### src/rtl/lfsr_checker_tap.sv
// rtl/lfsr_checker_tap.sv - serial MSB-first tap-mask shift register
module lfsr_checker_tap #(
  parameter int N = 8
) (
  input  logic         clk,
  input  logic         i_resetn,
  input  logic         i_load,
  input  logic         i_tap,
  output logic [N-1:0] o_tap_reg
);

  logic [N-1:0] r_tap_reg;

  always_ff @(posedge clk) begin
    if (!i_resetn) begin
      r_tap_reg <= '0;
    end else if (i_load) begin
      r_tap_reg <= {r_tap_reg[N-2:0], i_tap};
    end
  end

  assign o_tap_reg = r_tap_reg;

endmodule

### config.mk
export PLATFORM = sky130hd
export DESIGN_NAME = lfsr_checker_tap
export DESIGN_NICKNAME = d
export VERILOG_FILES = /design/src/rtl/lfsr_checker_tap.sv
export SDC_FILE = /design/constraint.sdc
export NUM_CORES = 1
export LEC_CHECK = 0
export BUFFER_PORTS_ARGS = -buffer_cell sky130_fd_sc_hd__buf_4
export CAP_MARGIN = 20
export CORE_AREA = 4 4 41 43
export DETAILED_ROUTE_END_ITERATION = 10
export DIE_AREA = 0 0 45 47
export GPL_TIMING_DRIVEN = 0
export PLACE_DENSITY = 0.41
export SYNTH_ARGS = -nofsm -noshare
export SYNTH_HDL_FRONTEND = slang
export SYNTH_SLANG_ARGS = --single-unit
### constraint.sdc
create_clock -name clk -period 1.07 [get_ports clk]
set_clock_uncertainty 0.05 [all_clocks]
set_input_delay 0.321 -clock clk [delete_from_list [all_inputs] [get_ports clk]]
set_output_delay 0.321 -clock clk [all_outputs]
set_load 0.005 [all_outputs]
==> impl_results.md, run 1 <==
* DR WL/cell at 9.933 um
* Number of synthesized register bits at 8
* Critical path class: flip-flop to output pin
* Clock period minus final worst setup slack at 1049 ps
* Number of remaining DRC errors at 0
* Largest net degree at the start of global routing at 9
* Power per cell area at 1138 nW/um2
* Critical path fanouts, max at 2
* Hold Buf Count CTS at 0
* Via count at 239
* Design area at 510.5 um2
* Worst-path clk slew at 50 ps
* WHS at 282.6 ps
* I/O pin count at 12
* Share of cells above drive strength 1 at 64.44%
* Clock buffer count from CTS at 3
* Die area at 2115 um2
* Unique masters post-synth at 4
* Syn_nets at 29
* Mapped cell area at 301.5 um2
* Initial Util at 23.17%
* Placer congestion estimate at 0.6193
* Fillers at 138
* First-pass GRT wire length at 972 um
* Post-DRT Antenna Nets at 0
* Syn. warnings at 0
* Finished Layout Cells at 60
* Critical Path Slowest Stage Cell: dfxtp_2
* Worst setup SP type: flip-flop
* FMAX at 0.9537 GHz
* Initial DRC Count at 0
* Headroom to the max-slew limit at 91.29%
* Average size of a mapped cell at 12.06 um2
* CP Capture Type: output pin
* Synthesized netlist cell count at 25
* Site Rows at 13
* CP cell instances: buf_6
* Final Hold Viols at 0
* Max incr delay on CP at 320 ps
* RSZ-0062 raised after global routing: yes
* Vias in the first global route at 243
* Total Nets Final at 51
* Critical path buffer and inverter count at 1
* H-tree depth at 1
* Area after DPL at 395.4 um2
* Max-slew violations at 0
* CTS tree: built
* CTS Buffer Depth at 2
* Clk root buf: clkbuf_4
* Clk Latency, worst-skew pair at 250 ps
* Chip height at 47 um
* Total grt overflow at 0
* Design Power at 0.0005809 W
* Die Width at 45 um
* Worst Path Arrival at 680 ps
* Path type of the worst min-delay path: primary input to flip-flop
* Post-synthesis sequential area ratio at 53.11%
* N_diodes at 0
* Worst Path Required at 700 ps
* Max-cap check violation count at 0
* Placed Cells at 50
* Pleak at 0.2392 nW
* Outcome: completed
* Largest register FFs at 8
* Area grow syn2layout at 69.29%
* Vias/cell at 3.983
* Port bufs at 10
* Hpwl dp at 416.2 um
* VDD IR max at 0.7226 mV
* Period utilization at 98.00%
* Final setup fails at 0
* Drt pass-1 iters at 1
* CP top delay family: flip-flops
* Initial antenna violation count at 0
* Core region area at 1301 um2
* Total track usage at 6.820%
* CTS sink cnt at 8
* DRT Wirelength at 596 um
* Tightest Pin Transition at 127.1 ps
[synth_stat cells]
master | number | share of area [%]
dfxtp_1 | 8 | 53
buf_6 | 1 | 3.7
nor2b_1 | 8 | 17
mux2i_1 | 8 | 27
[worst paths after layout]
check	startpoint	depth (start not counted)	slack, ps	endpoint
worst max-delay path	o_tap_reg[1]	1	20	o_tap_reg[1]
worst min-delay path	i_tap	3	280	o_tap_reg[0]
worst max register to register	o_tap_reg[2]	3	270	o_tap_reg[3]
worst min register to register	o_tap_reg[7]	2	470	o_tap_reg[7]
[cells in the final DEF, fill, tap and decap left out, drive strengths merged]
cell	Yosys	layout
dfxtp	8	8
buf	1	18
clkbuf	0	3
mux2i	8	8
nor2b	8	8
[kinds of logic (layout without fill, tap and decap cells)]
| kind of cell | count (synthesis) | after routing | synth area share, % |
|---|---|---|---|
| mux | 8 | 8 | 26.56 |
| buf+inv | 1 | 21 | 3.734 |
| flops | 8 | 8 | 53.11 |
| simple gates | 8 | 8 | 16.60 |
[area by class of cell]
class / instances / area [um2] / share of cell area [%]
Buffer: 1 / 11.26 / 2.206
Multi-Input combinational cell: 16 / 130.1 / 25.49
Sequential cell: 8 / 170.2 / 33.33
Clock buffer: 3 / 22.52 / 4.412
Timing Repair Buffer: 17 / 157.7 / 30.88
Tap cell: 15 / 18.77 / 3.676
[per-layer routing]
layer / vias to the layer above / part of all wire, % / global-route usage, %
met5: - / 0 / 0
met2: 7 / 46 / 9.322
li1: 124 / - / -
met1: 108 / 44 / 8.046
met3: 0 / 9.1 / 4.598
met4: 0 / 0 / 3.509
[through the flow]
step / TNS, ps / setup WS, ps / utilization [%]
global route: -34.15 / -9.424 / 39.23
global placement: 0 / 208.0 / 30.38
floorplan: 0 / 242.1 / -
CTS: 0 / 1.079 / 37.12
finish: 0 / 21.43 / 39.23
detailed placement: 0 / 190.5 / 30.38
[power breakdown]
| group | switching, W | internal (W) | total (W) |
|---|---|---|---|
| clock network | 0.0000949 | 0.000128 | 0.000223 |
| logic | 0.0000171 | 0.0000341 | 0.0000512 |
| registers | 0.00000334 | 0.000304 | 0.000307 |
[timing repair]
item                                   CTS  global route
endpoints found under the hold margin    0             0
buffers inserted                         7             0
setup endpoints to repair                7             8
resized for setup                        8             8
No activity file was read; power rests on OpenSTA's default activity.
==> run 2: changes to the inputs <==
clock period = 1.1 ns   (was 1.07 ns; I/O delays follow)
==> impl_results.md, run 2 (synthesized netlist as in run 1, its figures left out) <==
* Outcome: completed (unchanged)
* Port bufs at 10 (unchanged)
* Worst-path clk slew at 50 ps (about the same)
* Die area at 2115 um2 (unchanged)
* CP top delay family: flip-flops (unchanged)
* CP cell instances: buf_4 (was buf_6)
* Number of remaining DRC errors at 0 (unchanged)
* Final Hold Viols at 0 (unchanged)
* Largest register FFs at 8 (unchanged)
* Hpwl dp at 416.2 um (unchanged)
* Critical path fanouts, max at 3 (was 2)
* Initial antenna violation count at 0 (unchanged)
* Design area at 450.4 um2 (was 510.5 um2)
* Share of cells above drive strength 1 at 57.89% (was 64.44%)
* R2R Path End: o_tap_reg[3] (unchanged)
* Register area at 170.2 um2 (unchanged)
* Total Nets Final at 44 (was 51)
* Worst Path Required at 720 ps (was 700 ps)
* CTS sink cnt at 8 (unchanged)
* CTS Buffer Depth at 2 (unchanged)
* Area after DPL at 395.4 um2 (unchanged)
* Max-slew violations at 0 (unchanged)
* H-tree depth at 1 (unchanged)
* CTS tree: built (unchanged)
* Path type of the worst min-delay path: primary input to flip-flop (unchanged)
* Post-DRT Antenna Nets at 0 (unchanged)
* Post-route setup slack at 29.73 ps (was 21.43 ps)
* DRT Wirelength at 545 um (was 596 um)
* First-pass GRT wire length at 814 um (was 972 um)
* Initial DRC Count at 0 (unchanged)
* Pre-CTS setup slack at 211.5 ps (was 190.5 ps)
* Pleak at 0.1999 nW (was 0.2392 nW)
* Crit. path cell count at 1 (unchanged)
* Placed Cells at 50 (unchanged)
* Final setup fails at 0 (unchanged)
* Clk root buf: clkbuf_4 (unchanged)
* Clock buffer count from CTS at 3 (unchanged)
* Placer congestion estimate at 0.6193 (unchanged)
* N_diodes at 0 (unchanged)
* RSZ-0062 raised after global routing: yes (unchanged)
* Fillers at 147 (was 138)
* Critical path buffer and inverter count at 1 (unchanged)
* Vias/cell at 3.981 (was 3.983)
* Setup crit end: o_tap_reg[4] (was o_tap_reg[1])
* Area grow syn2layout at 49.38% (was 69.29%)
* Via count at 211 (was 239)
* Clk Latency, worst-skew pair at 250 ps (about the same)
* Worst R2R Start: o_tap_reg[2] (unchanged)
* Tightest Pin Transition at 127.4 ps (was 127.1 ps)
* Period utilization at 97.30%
* Total track usage at 5.868% (was 6.820%)
* VDD IR max at 0.7046 mV (was 0.7226 mV)
* I/O pin count at 12 (unchanged)
* Initial Util at 23.17% (unchanged)
* Crit path from: o_tap_reg[4] (was o_tap_reg[1])
* Critical Path Slowest Stage Cell: dfxtp_2 (unchanged)
* Max incr delay on CP at 320 ps (about the same)
* Worst setup SP type: flip-flop (unchanged)
* Fin util at 34.62% (was 39.23%)
* Vias in the first global route at 196 (was 243)
* Power per cell area at 1243 nW/um2 (was 1138 nW/um2)
* Critical path class: flip-flop to output pin (unchanged)
* Headroom to the max-slew limit at 91.26% (was 91.29%)
* Worst Path Arrival at 690 ps (was 680 ps)
* Clock period minus final worst setup slack at 1070 ps
* Cell count of the worst reg-to-reg path at 2 (was 3)
* Site Rows at 13 (unchanged)
* Total grt overflow at 0 (unchanged)
* Worst R2R Setup Slack at 420 ps (was 270 ps)
* Die Width at 45 um (unchanged)
* Largest net degree at the start of global routing at 9 (unchanged)
* Drt pass-1 iters at 1 (unchanged)
* Most frequent cells in the layout: 8 x mux2i_1, 8 x nor2b_1, 8 x dfxtp_2 (was 9 x buf_6, 9 x buf_4, 8 x mux2i_1, 8 x nor2b_1, 8 x dfxtp_2)
* FMAX at 0.9343 GHz
* Max-cap check violation count at 0 (unchanged)
* Area occupied by multi-input gates at 130.1 um2 (unchanged)
* Core region area at 1301 um2 (unchanged)
* DR WL/cell at 10.28 um (was 9.933 um)
* Finished Layout Cells at 53 (was 60)
* Chip height at 47 um (unchanged)
* CP Capture Type: output pin (unchanged)
* Hold Buf Count CTS at 0 (unchanged)
==> run 2: how the worst min path moves through the flow <==
stage | from | endpoint | slack [ps] | depth (start not counted)
after CTS | i_tap | o_tap_reg[0] | 290 | 3
final | i_tap | o_tap_reg[0] | 290 | 3
after detailed placement | o_tap_reg[7] | o_tap_reg[7] | 470 | 2
after floorplan | i_resetn | o_tap_reg[0] | 410 | 1
after global routing | i_resetn | o_tap_reg[5] | 290 | 2
after global placement | o_tap_reg[7] | o_tap_reg[7] | 450 | 2
==> run 2: cell type report <==
class                      instances  share of cell area (%)
buffer                             1                   2.500
clock buffer                       3                   5.000
multi-input combinational         16                   28.89
sequential                         8                   37.78
tap                               15                   4.167
timing repair buffer              10                   21.67
==> run 2: per-stage QoR <==
stage | setup TNS (ps) | total power (W) | hold slack [ps]
floorplan | 0 | 0.0003277 | 408.2
global placement | 0 | 0.0003447 | 446.9
detailed placement | 0 | 0.0003453 | 472.1
CTS | 0 | 0.0005695 | 286.8
global route | -9.462 | 0.0005918 | 293.9
finish | 0 | 0.0005597 | 290.6
==> run 2: report_power, final <==
group	internal, W	switching (W)	leakage (nW)
sequential	0.000295	0.00000398	0.0686
clock	0.000124	0.0000932	0.0138
combinational	0.0000281	0.0000146	0.118
total	0.000448	0.000112	0.200
==> run 2: repair_timing <==
action | CTS | global route
gates resized for setup | 6 | 8
endpoints found under the setup margin | 6 | 8
buffers inserted | 0 | 0
==> run 2: per-layer routing <==
metal / track usage (%) / vias up / part of all wire (%)
met4: 3.509 / 0 / 0
met5: 0 / - / 0
met1: 6.897 / 94 / 46
li1: - / 110 / -
met3: 4.598 / 0 / 10
met2: 7.345 / 7 / 43
==> run 3: changes to the inputs <==
ABC_AREA = 0   (was default)
CORE_AREA = 2 2 39 41   (was 4 4 41 43)
DIE_AREA = 0 0 41 43   (was 0 0 45 47)
==> impl_results.md, run 3 (synthesized netlist as in run 1, its figures left out) <==
* Clk root buf: clkbuf_4 (unchanged)
* Die area at 1763 um2 (was 2115 um2)
* Hold Buf Count CTS at 0 (unchanged)
* Largest register FFs at 8 (unchanged)
* Placer congestion estimate at 0.6328 (was 0.6193)
* H-tree depth at 1 (unchanged)
* Path type of the worst min-delay path: primary input to flip-flop (unchanged)
* FMAX at 0.9360 GHz (was 0.9343 GHz)
* CTS Buffer Depth at 2 (unchanged)
* Initial DRC Count at 0 (unchanged)
* Critical Path Slowest Stage Cell: dfxtp_2 (unchanged)
* Total grt overflow at 0 (unchanged)
* RSZ-0062 raised after global routing: yes (unchanged)
* Die Width at 41 um (was 45 um)
* Core region area at 1384 um2 (was 1301 um2)
* Finished Layout Cells at 56 (was 53)
* Critical path buffer and inverter count at 1 (unchanged)
* DR WL/cell at 9.643 um (was 10.28 um)
* Worst setup SP type: flip-flop (unchanged)
* N_diodes at 0 (unchanged)
* Vias/cell at 3.875 (was 3.981)
* Tightest Pin Transition at 135.2 ps (was 127.4 ps)
* VDD IR max at 0.5241 mV (was 0.7046 mV)
* CP cell instances: buf_6 (was buf_4)
* Drt pass-1 iters at 1 (unchanged)
* Clock buffer count from CTS at 3 (unchanged)
* CP Capture Type: output pin (unchanged)
* Pleak at 0.2113 nW (was 0.1999 nW)
* Max-slew violations at 0 (unchanged)
* Initial antenna violation count at 0 (unchanged)
* Largest net degree at the start of global routing at 9 (unchanged)
* Design area at 470.5 um2 (was 450.4 um2)
* Post-DRT Antenna Nets at 0 (unchanged)
* Worst Path Arrival at 690 ps (about the same)
* Via count at 217 (was 211)
* Power per cell area at 1206 nW/um2 (was 1243 nW/um2)
* Number of remaining DRC errors at 0 (unchanged)
* Total track usage at 7.948% (was 5.868%)
* Period utilization at 97.13% (was 97.30%)
* Critical path fanouts, max at 3 (unchanged)
* Headroom to the max-slew limit at 90.73% (was 91.26%)
* Most frequent cells in the layout: 8 x buf_6, 8 x mux2i_1, 8 x nor2b_1, 8 x dfxtp_2, 5 x buf_4 (was 8 x mux2i_1, 8 x nor2b_1, 8 x dfxtp_2)
* CP top delay family: flip-flops (unchanged)
* I/O pin count at 12 (unchanged)
* Hpwl dp at 388.6 um (was 416.2 um)
* Initial Util at 21.79% (was 23.17%)
* Clock period minus final worst setup slack at 1068 ps (was 1070 ps)
* Max incr delay on CP at 330 ps (was 320 ps)
* Worst-path clk slew at 60 ps (was 50 ps)
* CTS tree: built (unchanged)
* Share of cells above drive strength 1 at 60.00% (was 57.89%)
* Worst Path Required at 720 ps (about the same)
* Chip height at 43 um (was 47 um)
* First-pass GRT wire length at 883 um (was 814 um)
* Total Nets Final at 46 (was 44)
* Outcome: completed (unchanged)
* Critical path class: flip-flop to output pin (unchanged)
* Final Hold Viols at 0 (unchanged)
* CTS sink cnt at 8 (unchanged)
* Placed Cells at 51 (was 50)
* Clk Latency, worst-skew pair at 250 ps (about the same)
* DRT Wirelength at 540 um (was 545 um)
* Final setup fails at 0 (unchanged)
* Vias in the first global route at 206 (was 196)
* Site Rows at 14 (was 13)
* Area grow syn2layout at 56.02% (was 49.38%)
* Port bufs at 10 (unchanged)
* Area after DPL at 396.6 um2 (was 395.4 um2)
* Max-cap check violation count at 0 (unchanged)
==> run 3: changes by cell type in the layout (fill, tap and decap cells not counted), sizes merged <==
cell / change
buf: +2
==> run 3: layout make-up <==
class / instances / area [um2]
plain buffers: 1 / 11.26
fillers: 155 / 913.4
flip-flops and latches: 8 / 170.2
well taps: 16 / 20.02
clock buffers: 3 / 22.52
repair buffers: 12 / 116.4
multi-input cells: 16 / 130.1
==> run 3: power by group <==
| group | internal [W] | switching, W |
|---|---|---|
| logic | 0.0000320 | 0.0000168 |
| registers | 0.000295 | 0.00000323 |
| clock network | 0.000125 | 0.0000956 |
==> run 3: what timing repair did <==
item	4_1_cts	5_1_grt
resized for setup	5	10
pin swaps	0	0
setup endpoints to repair	5	8
buffers inserted	0	2
==> run 3: worst paths after layout <==
check        cells after the start      endpoint  slack, ps          from
min reg2reg                      2  o_tap_reg[7]        460  o_tap_reg[7]
max                              1  o_tap_reg[2]         30  o_tap_reg[2]
min                              3  o_tap_reg[0]        290         i_tap
max reg2reg                      3  o_tap_reg[1]        310  o_tap_reg[0]
==> run 3: routing by layer <==
metal | part of all wire, % | GRT usage (%) | vias up
li1 | - | - | 114
met1 | 49 | 10.36 | 97
met2 | 45 | 9.063 | 6
met3 | 5.0 | 3.141 | 0
met4 | 0 | 8.000 | 0
met5 | 0 | 0 | -
==> run 3: metrics by stage <==
step	power [W]	setup slack, ps	hold slack [ps]	setup TNS [ps]	utilization, %
after floorplan	0.0003277	263.1	408.2	0	-
after global placement	0.0003445	226.8	448.4	0	28.66
after detailed placement	0.0003453	201.6	474.9	0	28.66
after CTS	0.0005711	0.9518	291.4	0	30.74
after global routing	0.0006131	-12.51	286.0	-23.38	34.00
final	0.0005675	31.59	292.4	0	34.00
